File: src/rtl/fifo_arb_pkg.sv
// Shared types and constants for the FIFO push arbiter and the FIFO it feeds.
package fifo_arb_pkg;

  typedef enum logic [1:0] {
    OPEN     = 2'b00,
    THROTTLE = 2'b01
  } arb_state_e;

  localparam int STAT_W     = 16;
  localparam int FIFO_DEPTH = 32;

endpackage

File: src/rtl/fifo_push_arb_rr_arbiter.sv
// Combinational round-robin picker: first active request at or after ptr,
// wrapping modulo NREQ. The pointer register lives in the parent.
module rr_arbiter #(
  parameter int NREQ  = 4,
  parameter int IDX_W = 2
) (
  input  logic [NREQ-1:0]  req,
  input  logic             enable,
  input  logic [IDX_W-1:0] ptr,
  output logic [NREQ-1:0]  gnt,
  output logic [IDX_W-1:0] gnt_idx
);

  logic             found;
  logic [IDX_W-1:0] idx;

  always_comb begin
    gnt     = '0;
    gnt_idx = '0;
    found   = 1'b0;
    idx     = '0;
    for (int k = 0; k < NREQ; k++) begin
      idx = IDX_W'((int'(ptr) + k) % NREQ);
      if (enable && !found && req[idx]) begin
        gnt[idx] = 1'b1;
        gnt_idx  = idx;
        found    = 1'b1;
      end
    end
  end

endmodule

File: src/rtl/fifo_push_arb.sv
// Round-robin push arbiter, pop gate and watermark throttle for the shared FIFO.
// Optional per-port grant counters are built when FIFO_PUSH_ARB_STATS_EN is defined.
module fifo_push_arb
  import fifo_arb_pkg::*;
#(
  parameter int NREQ      = 4,
  parameter int WIDTH     = 8,
  parameter int DEPTH     = FIFO_DEPTH,
  parameter int LOG2DEPTH = 5,
  parameter int HI_WM     = 28,
  parameter int LO_WM     = 4
) (
  input  logic                   clk,
  input  logic                   rst,
  input  logic [NREQ-1:0]        req,
  input  logic [NREQ*WIDTH-1:0]  req_data,
  output logic [NREQ-1:0]        gnt,
  input  logic                   pop_req,
  output logic                   pop_ack,
  output logic                   fifo_push,
  output logic                   fifo_pop,
  output logic [WIDTH-1:0]       fifo_datain,
  output logic [LOG2DEPTH:0]     occ,
`ifdef FIFO_PUSH_ARB_STATS_EN
  output logic [NREQ*STAT_W-1:0] grant_cnt,
`endif
  output logic                   throttle
);

  localparam int OCC_W = LOG2DEPTH + 1;
  localparam int IDX_W = (NREQ > 1) ? $clog2(NREQ) : 1;
  localparam logic [OCC_W-1:0] DEPTH_V = OCC_W'(DEPTH);
  localparam logic [OCC_W-1:0] HI_V    = OCC_W'(HI_WM);
  localparam logic [OCC_W-1:0] LO_V    = OCC_W'(LO_WM);

  arb_state_e       state, state_next;
  logic [IDX_W-1:0] ptr, ptr_next, gnt_idx;
  logic [OCC_W-1:0] occ_next;
  logic             grant_en, any_gnt, pop_ok;

  // Shadow occupancy gates grants so push never loops through the FIFO's own flags.
  assign grant_en = !rst && (state == OPEN) && (occ < DEPTH_V);

  rr_arbiter #(
    .NREQ  (NREQ),
    .IDX_W (IDX_W)
  ) u_rr_arbiter (
    .req     (req),
    .enable  (grant_en),
    .ptr     (ptr),
    .gnt     (gnt),
    .gnt_idx (gnt_idx)
  );

  assign any_gnt     = |gnt;
  assign fifo_push   = any_gnt;
  assign fifo_datain = any_gnt ? req_data[gnt_idx*WIDTH +: WIDTH] : '0;
  assign pop_ok      = !rst && pop_req && (occ != '0);
  assign pop_ack     = pop_ok;
  assign fifo_pop    = pop_ok;
  assign throttle    = (state == THROTTLE);
  assign ptr_next    = (gnt_idx == IDX_W'(NREQ - 1)) ? '0 : gnt_idx + 1'b1;

  always_comb begin
    occ_next = occ;
    case ({any_gnt, pop_ok})
      2'b10:   occ_next = occ + 1'b1;
      2'b01:   occ_next = occ - 1'b1;
      default: occ_next = occ;
    endcase
  end

  // Hysteresis decisions look at next occupancy so throttle lines up with occ.
  always_comb begin
    state_next = OPEN;
    case (state)
      OPEN:     state_next = (occ_next >= HI_V) ? THROTTLE : OPEN;
      THROTTLE: state_next = (occ_next <= LO_V) ? OPEN : THROTTLE;
      default:  state_next = OPEN;
    endcase
  end

  always_ff @(posedge clk) begin
    if (rst) begin
      occ   <= '0;
      ptr   <= '0;
      state <= OPEN;
    end else begin
      occ   <= occ_next;
      state <= state_next;
      if (any_gnt) begin
        ptr <= ptr_next;
      end
    end
  end

`ifdef FIFO_PUSH_ARB_STATS_EN
  logic [STAT_W-1:0] cnt_q [NREQ];

  for (genvar i = 0; i < NREQ; i++) begin : g_stats
    always_ff @(posedge clk) begin
      if (rst) begin
        cnt_q[i] <= '0;
      end else if (gnt[i] && (cnt_q[i] != '1)) begin
        cnt_q[i] <= cnt_q[i] + 1'b1;
      end
    end
    assign grant_cnt[i*STAT_W +: STAT_W] = cnt_q[i];
  end
`endif

endmodule

File: config.mk
export PLATFORM = sky130hd
export DESIGN_NAME = fifo_push_arb
export DESIGN_NICKNAME = d
export VERILOG_FILES = /design/src/rtl/fifo_arb_pkg.sv /design/src/rtl/fifo_push_arb_rr_arbiter.sv /design/src/rtl/fifo_push_arb.sv
export SDC_FILE = /design/constraint.sdc
export NUM_CORES = 1
export LEC_CHECK = 0
export ABC_AREA = 1
export BUFFER_PORTS_ARGS = -buffer_cell sky130_fd_sc_hd__buf_2
export CAP_MARGIN = 20
export CORE_UTILIZATION = 45
export CTS_CLUSTER_SIZE = 25
export DETAILED_ROUTE_END_ITERATION = 10
export PLACE_DENSITY = 0.73
export SYNTH_ARGS = -nofsm -noshare
export SYNTH_HDL_FRONTEND = slang
export SYNTH_SLANG_ARGS = --single-unit
File: constraint.sdc
create_clock -name clk -period 7.06 [get_ports clk]
set_clock_uncertainty 0.1 [all_clocks]
set_input_delay 0.706 -clock clk [delete_from_list [all_inputs] [get_ports clk]]
set_output_delay 0.706 -clock clk [all_outputs]
set_load 0.05 [all_outputs]
==> impl_metrics.py, run 1 <==
metrics = {
    "yosys": {
        "ys_types": 30,
        "synth_top_area_frac": 0.1434,
        "yosys.cell_count.top_type": "nand2_1",
        "synth_seq_cells": 9,
        "yosysTopAreaCell": "nand2_1",
        "synth-edff-count": 0,
        "seq_area_frac_synth": 0.1129,
        "ys_warn_count": 0,
        "syn_area_per_cell_um2": 6.117,
        "synth_commonest_cells": "nand2_1 (61), inv_1 (47), nand3_1 (44), a21oi_1 (14), nor2_1 (14)",
        "syn_area_mm2": 0.001597,
        "syn-num-nets": 313,
        "synthArstFlopShare": 0,
        "netlist_instances": 261,
        "ys.flop_type": "dfxtp_1",
        "ys_top_cells_by_area": "nand2_1 (14%), nand3_1 (14%), dfxtp_1 (11%)",
    },
    "placed_design": {
        "port_buffers": 60,
        "gp_congestion": 0.8802,
        "dpl_worst_slack_ps": 2828,
        "hpwl_um": 2961,
    },
    "drt": {
        "detail-route-antenna-nets": 0,
        "vias": 1754,
        "wirelength_um": 3732,
        "dr.pass1.iters": 4,
        "drtIter0Drc": 153,
        "viasPerCell": 4.805,
        "post_drt_wl_per_cell_um": 10.22,
        "drc": 0,
    },
    "cts": {
        "h-tree-depth": 1,
        "clk_latency_ps": 260,
        "cts_made_buffers": 3,
        "cts.path.max_buffers": 2,
        "cts_tree": "built",
        "cts_setup_buffers": 0,
        "clkTransAtPathRegs_ps": 60,
        "cts_root_buf": "clkbuf_4",
        "cts_resized": 0,
        "cts.sinks": 9,
        "cts_hold_buf": 0,
    },
    "sta": {
        "hold_violations": 0,
        "finalSetupTns_ps": 0,
        "tightest_slew_ps": 630.5,
        "period_needed_ps": 4295,
        "grt_setup_unrepaired": "false",
        "post-route-period-util": 0.6084,
        "finalSetupViolCount": 0,
        "fin_ws_ps": 2765,
        "slew_headroom": 0.5791,
        "max_freq_mhz": 232.8,
        "finalMaxSlewViolations": 0,
    },
    "floorplanning": {
        "start_util": 0.4747,
        "die_height_um": 61.57,
        "coreArea_mm2": 0.003363,
        "rows": 21,
        "die_w_um": 61.57,
        "dieArea_mm2": 0.003790,
        "boundaryPins": 61,
    },
    "worst_setup_path": {
        "crit_fanout": 12,
        "cp.arrival_ps": 4350,
        "worst-setup-path-type": "reg -> reg",
        "cp-end-kind": "register",
        "required_ps": 7120,
        "r2r_slack_ps": 2760,
        "crit_path_start_kind": "register",
    },
    "min_path": {
        "worstHoldPathType": "reg -> reg",
    },
    "global_route": {
        "track_usage": 0.1951,
        "antenna_found_initial": 0,
        "grt_max_degree": 18,
        "grt_pass1_wl_um": 5733,
        "grt.overflow.total": 0,
        "grt_pass1_vias": 1343,
    },
    "final_layout": {
        "drive_gt1_frac": 0.2853,
        "seq_area_um2": 180.2,
        "num-nets-final": 372,
        "final_util": 0.5699,
        "antenna_cells": 0,
        "multi_input_area_mm2": 0.001152,
        "area_growth_pct": 20.06,
        "nFillCells": 336,
    },
    "job": {
        "max_cap_violations": 0,
    },
    "status": {
        "status": "completed",
    },
}
cell families after synthesis:
kind of cell,share of synthesized area
flops,0.1129
simple gates,0.5086
compound gates,0.09562
fa+ha+maj,0.1066
buf+inv,0.1654
xor+xnor,0.01097
path summary, 6_finish.rpt:
check,from,cells past startpoint,to
hold reg to reg,state[0],4,state[0]
setup reg to reg,register,25,state[0]
hold / removal,state[0],4,state[0]
setup / recovery,register,25,state[0]
stage by stage:
stage	cell area (µm²)	hold WS, ps	std cells
floorplan	1597	515.0	261
finish	1917	516.0	365
global placement	1891	513.9	361
global route	1917	560.6	365
CTS	1917	515.2	365
detailed placement	1891	506.4	361
worst max-delay path, cell delays in order, from the launching register on:
cell and delay (ps):
dfxtp_1 720, inv_6 100, ha_1 370, inv_1 160
nand3_2 160, nand2_2 90, inv_2 40, nor2_4 260
nand3_1 130, nand3_1 130, nor2_1 50, nand2_1 170
inv_2 130, ha_1 290, ha_1 350, nand3_1 100
nand3_1 80, nand2_1 90, nand2_1 50, a21oi_1 170
nand2_1 70, nand2_1 60, nor2_1 40, xor2_1 130
nand2_1 90, nand2_1 50
routing by layer:
layer / share of wire / track usage
met1: 0.50 / 0.2893
met2: 0.42 / 0.3057
met3: 0.072 / 0.01261
met4: 0.0078 / 0.04762
met5: 0 / 0
cell type report:
cell class                 instances  area share
multi-input combinational        194      0.6012
timing repair buffer              60      0.1567
inverter                          52      0.1044
sequential                         9     0.09399
tap                               46     0.03003
clock buffer                       4     0.01371
cells in the final DEF, fill, tap and decap left out, drive strengths merged:
| master | n |
|---|---|
| buf | 60 |
| inv | 52 |
| o21a | 1 |
| o21ai | 8 |
| dfxtp | 9 |
| xnor2 | 1 |
| xor2 | 1 |
| nor3 | 1 |
| a21boi | 1 |
| nor4 | 1 |
| a22oi | 1 |
| a21oi | 15 |
| nand2 | 72 |
| nor2 | 17 |
| ha | 12 |
| nand3 | 49 |
| clkbuf | 4 |
| nand4 | 4 |
| fa | 1 |
| nand3b | 9 |
Power of run 1 is not shown: default switching activity piles up to over one toggle a cycle in this logic, so the estimate is an artifact.
==> run 2, diff against run 1 <==
==> constraint.sdc (replaced) <==
create_clock -name clk -period 4 [get_ports clk]
set_clock_uncertainty 0.1 [all_clocks]
set_input_delay 0.4 -clock clk [delete_from_list [all_inputs] [get_ports clk]]
set_output_delay 0.4 -clock clk [all_outputs]
set_load 0.05 [all_outputs]
==> run 2 against run 1 <==
  * Sequential cell count is the same
  * Global-route usage grew 2.3 points
  * Maximum frequency grew 17%
  * Via count grew 3.2%
  * Count of clock-buffer cells in the layout is the same
  * Register-to-register slack lost 2400 ps
  * Utilization grew 2.7 points
  * Highest routed layer unchanged
  * Non-clock buffer count grew 4
  * Worst hold slack lost 200 ps
  * Die area is the same
==> impl_metrics.py, run 2 (synthesis results as in run 1) <==
metrics = {
    "global_route": {
        "grt.overflow.total": 0,
        "grt_pass1_wl_um": 6292,
        "antenna_found_initial": 0,
        "track_usage": 0.2179,
        "grt_max_degree": 18,
        "grt_pass1_vias": 1501,
    },
    "worst_setup_path": {
        "r2r-end": "state[0]",
        "cp-end-kind": "register",
        "cp.arrival_ps": 3730,
        "worst-setup-path-type": "reg -> reg",
        "crit_fanout": 9,
        "crit_path_start_kind": "register",
        "r2r_cells": 25,
        "required_ps": 4050,
        "r2r_slack_ps": 320,
    },
    "floorplanning": {
        "coreArea_mm2": 0.003363,
        "boundaryPins": 61,
        "dieArea_mm2": 0.003790,
        "die_w_um": 61.57,
        "die_height_um": 61.57,
        "rows": 21,
        "start_util": 0.4747,
    },
    "drt": {
        "drc": 0,
        "post_drt_wl_per_cell_um": 10.88,
        "vias": 1810,
        "viasPerCell": 4.905,
        "dr.pass1.iters": 5,
        "detail-route-antenna-nets": 0,
        "wirelength_um": 4015,
        "drtIter0Drc": 115,
    },
    "cts": {
        "cts_hold_buf": 0,
        "cts.path.max_buffers": 2,
        "h-tree-depth": 1,
        "cts_setup_buffers": 0,
        "clkTransAtPathRegs_ps": 50,
        "cts_made_buffers": 3,
        "clk_latency_ps": 260,
        "cts_resized": 0,
        "cts.sinks": 9,
        "cts_tree": "built",
        "cts_root_buf": "clkbuf_4",
    },
    "sta": {
        "max_freq_mhz": 271.9,
        "finalMaxSlewViolations": 0,
        "tightest_slew_ps": 464.8,
        "grt_setup_unrepaired": "false",
        "finalSetupViolCount": 0,
        "post-route-period-util": 0.9196,
        "period_needed_ps": 3678,
        "finalSetupTns_ps": 0,
        "slew_headroom": 0.6890,
        "hold_violations": 0,
    },
    "final_layout": {
        "antenna_cells": 0,
        "design_area_mm2": 0.002007,
        "area_growth_pct": 25.71,
        "nFillCells": 344,
        "final_cell_mix": "nand2_1 (60), buf_2 (60), inv_1 (47), nand3_1 (40), a21oi_1 (14)",
        "drive_gt1_frac": 0.3127,
        "num-nets-final": 376,
    },
    "placed_design": {
        "gp_congestion": 0.9301,
        "port_buffers": 60,
        "place_area_mm2": 0.001973,
        "hpwl_um": 3225,
    },
    "min_path": {
        "whs_endpoint": "occ[4]",
        "worstHoldPathType": "in -> reg",
        "hp-start": "rst",
        "holdPathStages": 2,
    },
    "job": {
        "max_cap_violations": 0,
    },
    "status": {
        "status": "completed",
    },
}
-- run 2: cell types whose count changed in the layout (fill, tap and decap cells not counted) --
cell and delta:
buf_4 +4, nor2_1 -1, nand2_4 +1, nand3_4 +4, nor2_2 +1, nand2_1 -1
nand3_1 -4
-- run 2: how the worst max path moves through the flow --
stage	from	to	slack [ps]	depth (start not counted)
after floorplan	register	state[0]	40	26
after global placement	register	state[0]	360	25
after detailed placement	register	state[0]	320	25
after CTS	register	state[0]	300	25
after global routing	register	state[0]	10	25
final	register	state[0]	320	25
-- run 2: routing by layer --
layer | vias to the layer above | global-route usage | routed length, µm
met1 | 787 | 0.2828 | 1851
met4 | 0 | 0.06667 | 47
met3 | 6 | 0.02521 | 250
met5 | - | 0 | 0
li1 | 956 | - | -
met2 | 61 | 0.3763 | 1865
-- run 2: stage by stage --
step | utilization | cells | setup WS, ps | hold slack [ps]
after global placement | 0.5867 | 365 | 364.3 | 507.4
final | 0.5967 | 369 | 321.7 | 319.9
after global routing | 0.5967 | 369 | 9.540 | 326.9
after floorplan | - | 261 | 35.41 | 371.3
after detailed placement | 0.5867 | 365 | 323.6 | 512.2
after CTS | 0.5945 | 369 | 297.1 | 309.8
-- run 2: final cells by class --
type | count | area, µm² | area share
tap | 46 | 57.56 | 0.02868
timing repair buffer | 64 | 330.3 | 0.1646
inverter | 52 | 200.2 | 0.09975
sequential | 9 | 180.2 | 0.08978
clock buffer | 4 | 26.28 | 0.01309
multi-input combinational | 194 | 1212 | 0.6041
-- run 2: worst max-delay path, cell delays in order (launching register included) --
cell	delay, ps
dfxtp_1	390
inv_6	70
ha_1	340
inv_1	180
nand3_4	130
nand2_2	80
inv_2	40
nor2_4	180
nand3_1	160
nand3_4	120
nor2_1	70
nand2_4	80
inv_2	40
ha_1	260
ha_1	360
nand3_1	100
nand3_1	100
nand2_1	100
nand2_1	50
a21oi_1	160
nand2_1	70
nand2_1	60
nor2_1	50
xor2_1	140
nand2_1	80
nand2_1	50
Power of run 2 is left out for the same reason.
==> run 3, diff against run 2 <==
--- a/config.mk
+++ b/config.mk
@@ -7,11 +7,10 @@
 export LEC_CHECK = 0
 export ABC_AREA = 1
 export BUFFER_PORTS_ARGS = -buffer_cell sky130_fd_sc_hd__buf_2
-export CAP_MARGIN = 20
 export CORE_UTILIZATION = 45
 export CTS_CLUSTER_SIZE = 25
 export DETAILED_ROUTE_END_ITERATION = 10
-export PLACE_DENSITY = 0.73
+export PLACE_DENSITY = 0.76
 export SYNTH_ARGS = -nofsm -noshare
 export SYNTH_HDL_FRONTEND = slang
 export SYNTH_SLANG_ARGS = --single-unit
==> constraint.sdc (replaced) <==
create_clock -name clk -period 3.3 [get_ports clk]
set_clock_uncertainty 0.1 [all_clocks]
set_input_delay 0.33 -clock clk [delete_from_list [all_inputs] [get_ports clk]]
set_output_delay 0.33 -clock clk [all_outputs]
set_load 0.05 [all_outputs]
==> run 3 against run 2 <==
  * The flow now finishes with violations (negative setup slack)
  * Maximum frequency grew 11%
  * Wire length is 13% higher
  * Final cell count up 5.7%
  * Worst setup slack lost 330 ps
  * Global-route usage down 0.19 points
  * Sequential share of layout area is 1.4 points lower
  * Critical path type unchanged
  * Critical endpoint unchanged
  * Largest cell class unchanged
  * Highest routed layer unchanged
==> impl_metrics.py, run 3 (synthesis results as in run 1) <==
metrics = {
    "status": {
        "status": "finished with violations",
        "violations": "negative setup slack",
    },
    "final_layout": {
        "final_cell_mix": "buf_2 (60), nand2_1 (55), inv_1 (42), nand3_1 (30), buf_4 (22)",
        "design_area_mm2": 0.002435,
        "antenna_cells": 0,
        "area_growth_pct": 52.51,
        "drive_gt1_frac": 0.4419,
        "final_common_cell": "buf_2",
        "nFillCells": 296,
        "num-nets-final": 397,
    },
    "worst_setup_path": {
        "worst-setup-path-type": "reg -> reg",
        "path_buf_inv": 6,
        "r2r-end": "state[0]",
        "required_ps": 3410,
        "cpMaxStageDelayCell": "dfxtp_4",
        "r2r_cells": 26,
        "cpPeakStageDelay_ps": 400,
        "crit_fanout": 6,
        "r2r_slack_ps": -9,
        "cpMostUsedCell": "nand2_1",
        "crit_path_start_kind": "register",
        "cp.arrival_ps": 3420,
        "cp_top_family": "simple AND/OR/NAND/NOR gates",
        "endpoint": "state[0]",
        "cp.depth": 26,
        "cp-end-kind": "register",
    },
    "drt": {
        "drtIter0Drc": 75,
        "wirelength_um": 4536,
        "drc": 0,
        "post_drt_wl_per_cell_um": 11.63,
        "dr.pass1.iters": 4,
        "vias": 1927,
        "viasPerCell": 4.941,
        "detail-route-antenna-nets": 0,
    },
    "sta": {
        "fin_ws_ps": -9.317,
        "max_freq_mhz": 302.2,
        "finalMaxSlewViolations": 0,
        "finalSetupViolCount": 1,
        "hold_violations": 0,
        "slew_headroom": 0.7221,
        "tightest_slew_ps": 416.8,
        "post-route-period-util": 1.003,
        "period_needed_ps": 3309,
        "grt_setup_unrepaired": "true",
    },
    "global_route": {
        "grt_max_degree": 18,
        "track_usage": 0.2160,
        "grt.overflow.total": 0,
        "grt_pass1_vias": 1475,
        "grt_pass1_wl_um": 6313,
        "antenna_found_initial": 0,
    },
    "cts": {
        "cts.path.max_buffers": 2,
        "cts_made_buffers": 3,
        "clk_latency_ps": 260,
        "cts_root_buf": "clkbuf_4",
        "h-tree-depth": 1,
        "clkTransAtPathRegs_ps": 70,
        "cts_hold_buf": 0,
        "cts.sinks": 9,
        "cts_tree": "built",
    },
    "floorplanning": {
        "start_util": 0.4747,
        "die_w_um": 61.57,
        "die_height_um": 61.57,
        "coreArea_mm2": 0.003363,
        "dieArea_mm2": 0.003790,
        "boundaryPins": 61,
        "rows": 21,
    },
    "min_path": {
        "holdPathStages": 2,
        "worstHoldPathType": "in -> reg",
        "hp-start": "rst",
    },
    "job": {
        "max_cap_violations": 0,
    },
    "placed_design": {
        "place_area_mm2": 0.002203,
        "hpwl_um": 3404,
        "port_buffers": 60,
        "gp_congestion": 0.9183,
    },
}
-- run 3: area by class of cell --
type	count	area, µm²	share of cell area
repair buffers	85	525.5	0.2158
flip-flops and latches	9	185.2	0.07605
well taps	46	57.56	0.02364
inverters	52	221.5	0.09096
clock buffers	3	22.52	0.009250
clock inverters	1	5.005	0.002055
multi-input cells	194	1418	0.5822
-- run 3: through the flow --
| stage | util | instances | hold slack (ps) | worst slack [ps] | setup TNS, ps |
|---|---|---|---|---|---|
| after detailed placement | 0.6551 | 372 | 516.2 | -9.055 | -9.055 |
| after CTS | 0.6700 | 377 | 248.6 | 10.19 | 0 |
| after global placement | 0.6551 | 372 | 506.2 | 71.08 | 0 |
| after global routing | 0.7240 | 390 | 264.1 | -251.6 | -831.3 |
| final | 0.7240 | 390 | 271.0 | -9.317 | -9.317 |
| after floorplan | - | 261 | 301.3 | -118.3 | -213.3 |
-- run 3: worst reg2reg max path: cells and delay by family, from the launching register on --
kind | cells | cell delay [ps]
AO/OA/AOI/OAI | 3 | 350
adder cells (fa/ha/maj) | 3 | 780
buffers and inverters | 6 | 450
flip-flops | 1 | 400
AND/OR/NAND/NOR | 14 | 1200
-- run 3: worst min path at each step --
stage,end
after floorplan,occ[4]
after global placement,state[0]
after detailed placement,state[0]
after CTS,occ[4]
after global routing,occ[4]
final,occ[4]
-- run 3: what timing repair did --
action	CTS	global route
endpoints found under the setup margin	2	3
setup buffers	1	13
pin swaps	0	22
gates resized for setup	1	17
-- run 3: per-layer routing --
layer,GRT usage,part of all wire
met1,0.2872,0.46
met2,0.3810,0.49
met3,0.02311,0.047
met4,0.03492,0.0088
met5,0,0
Power of run 3 is left out for the same reason.
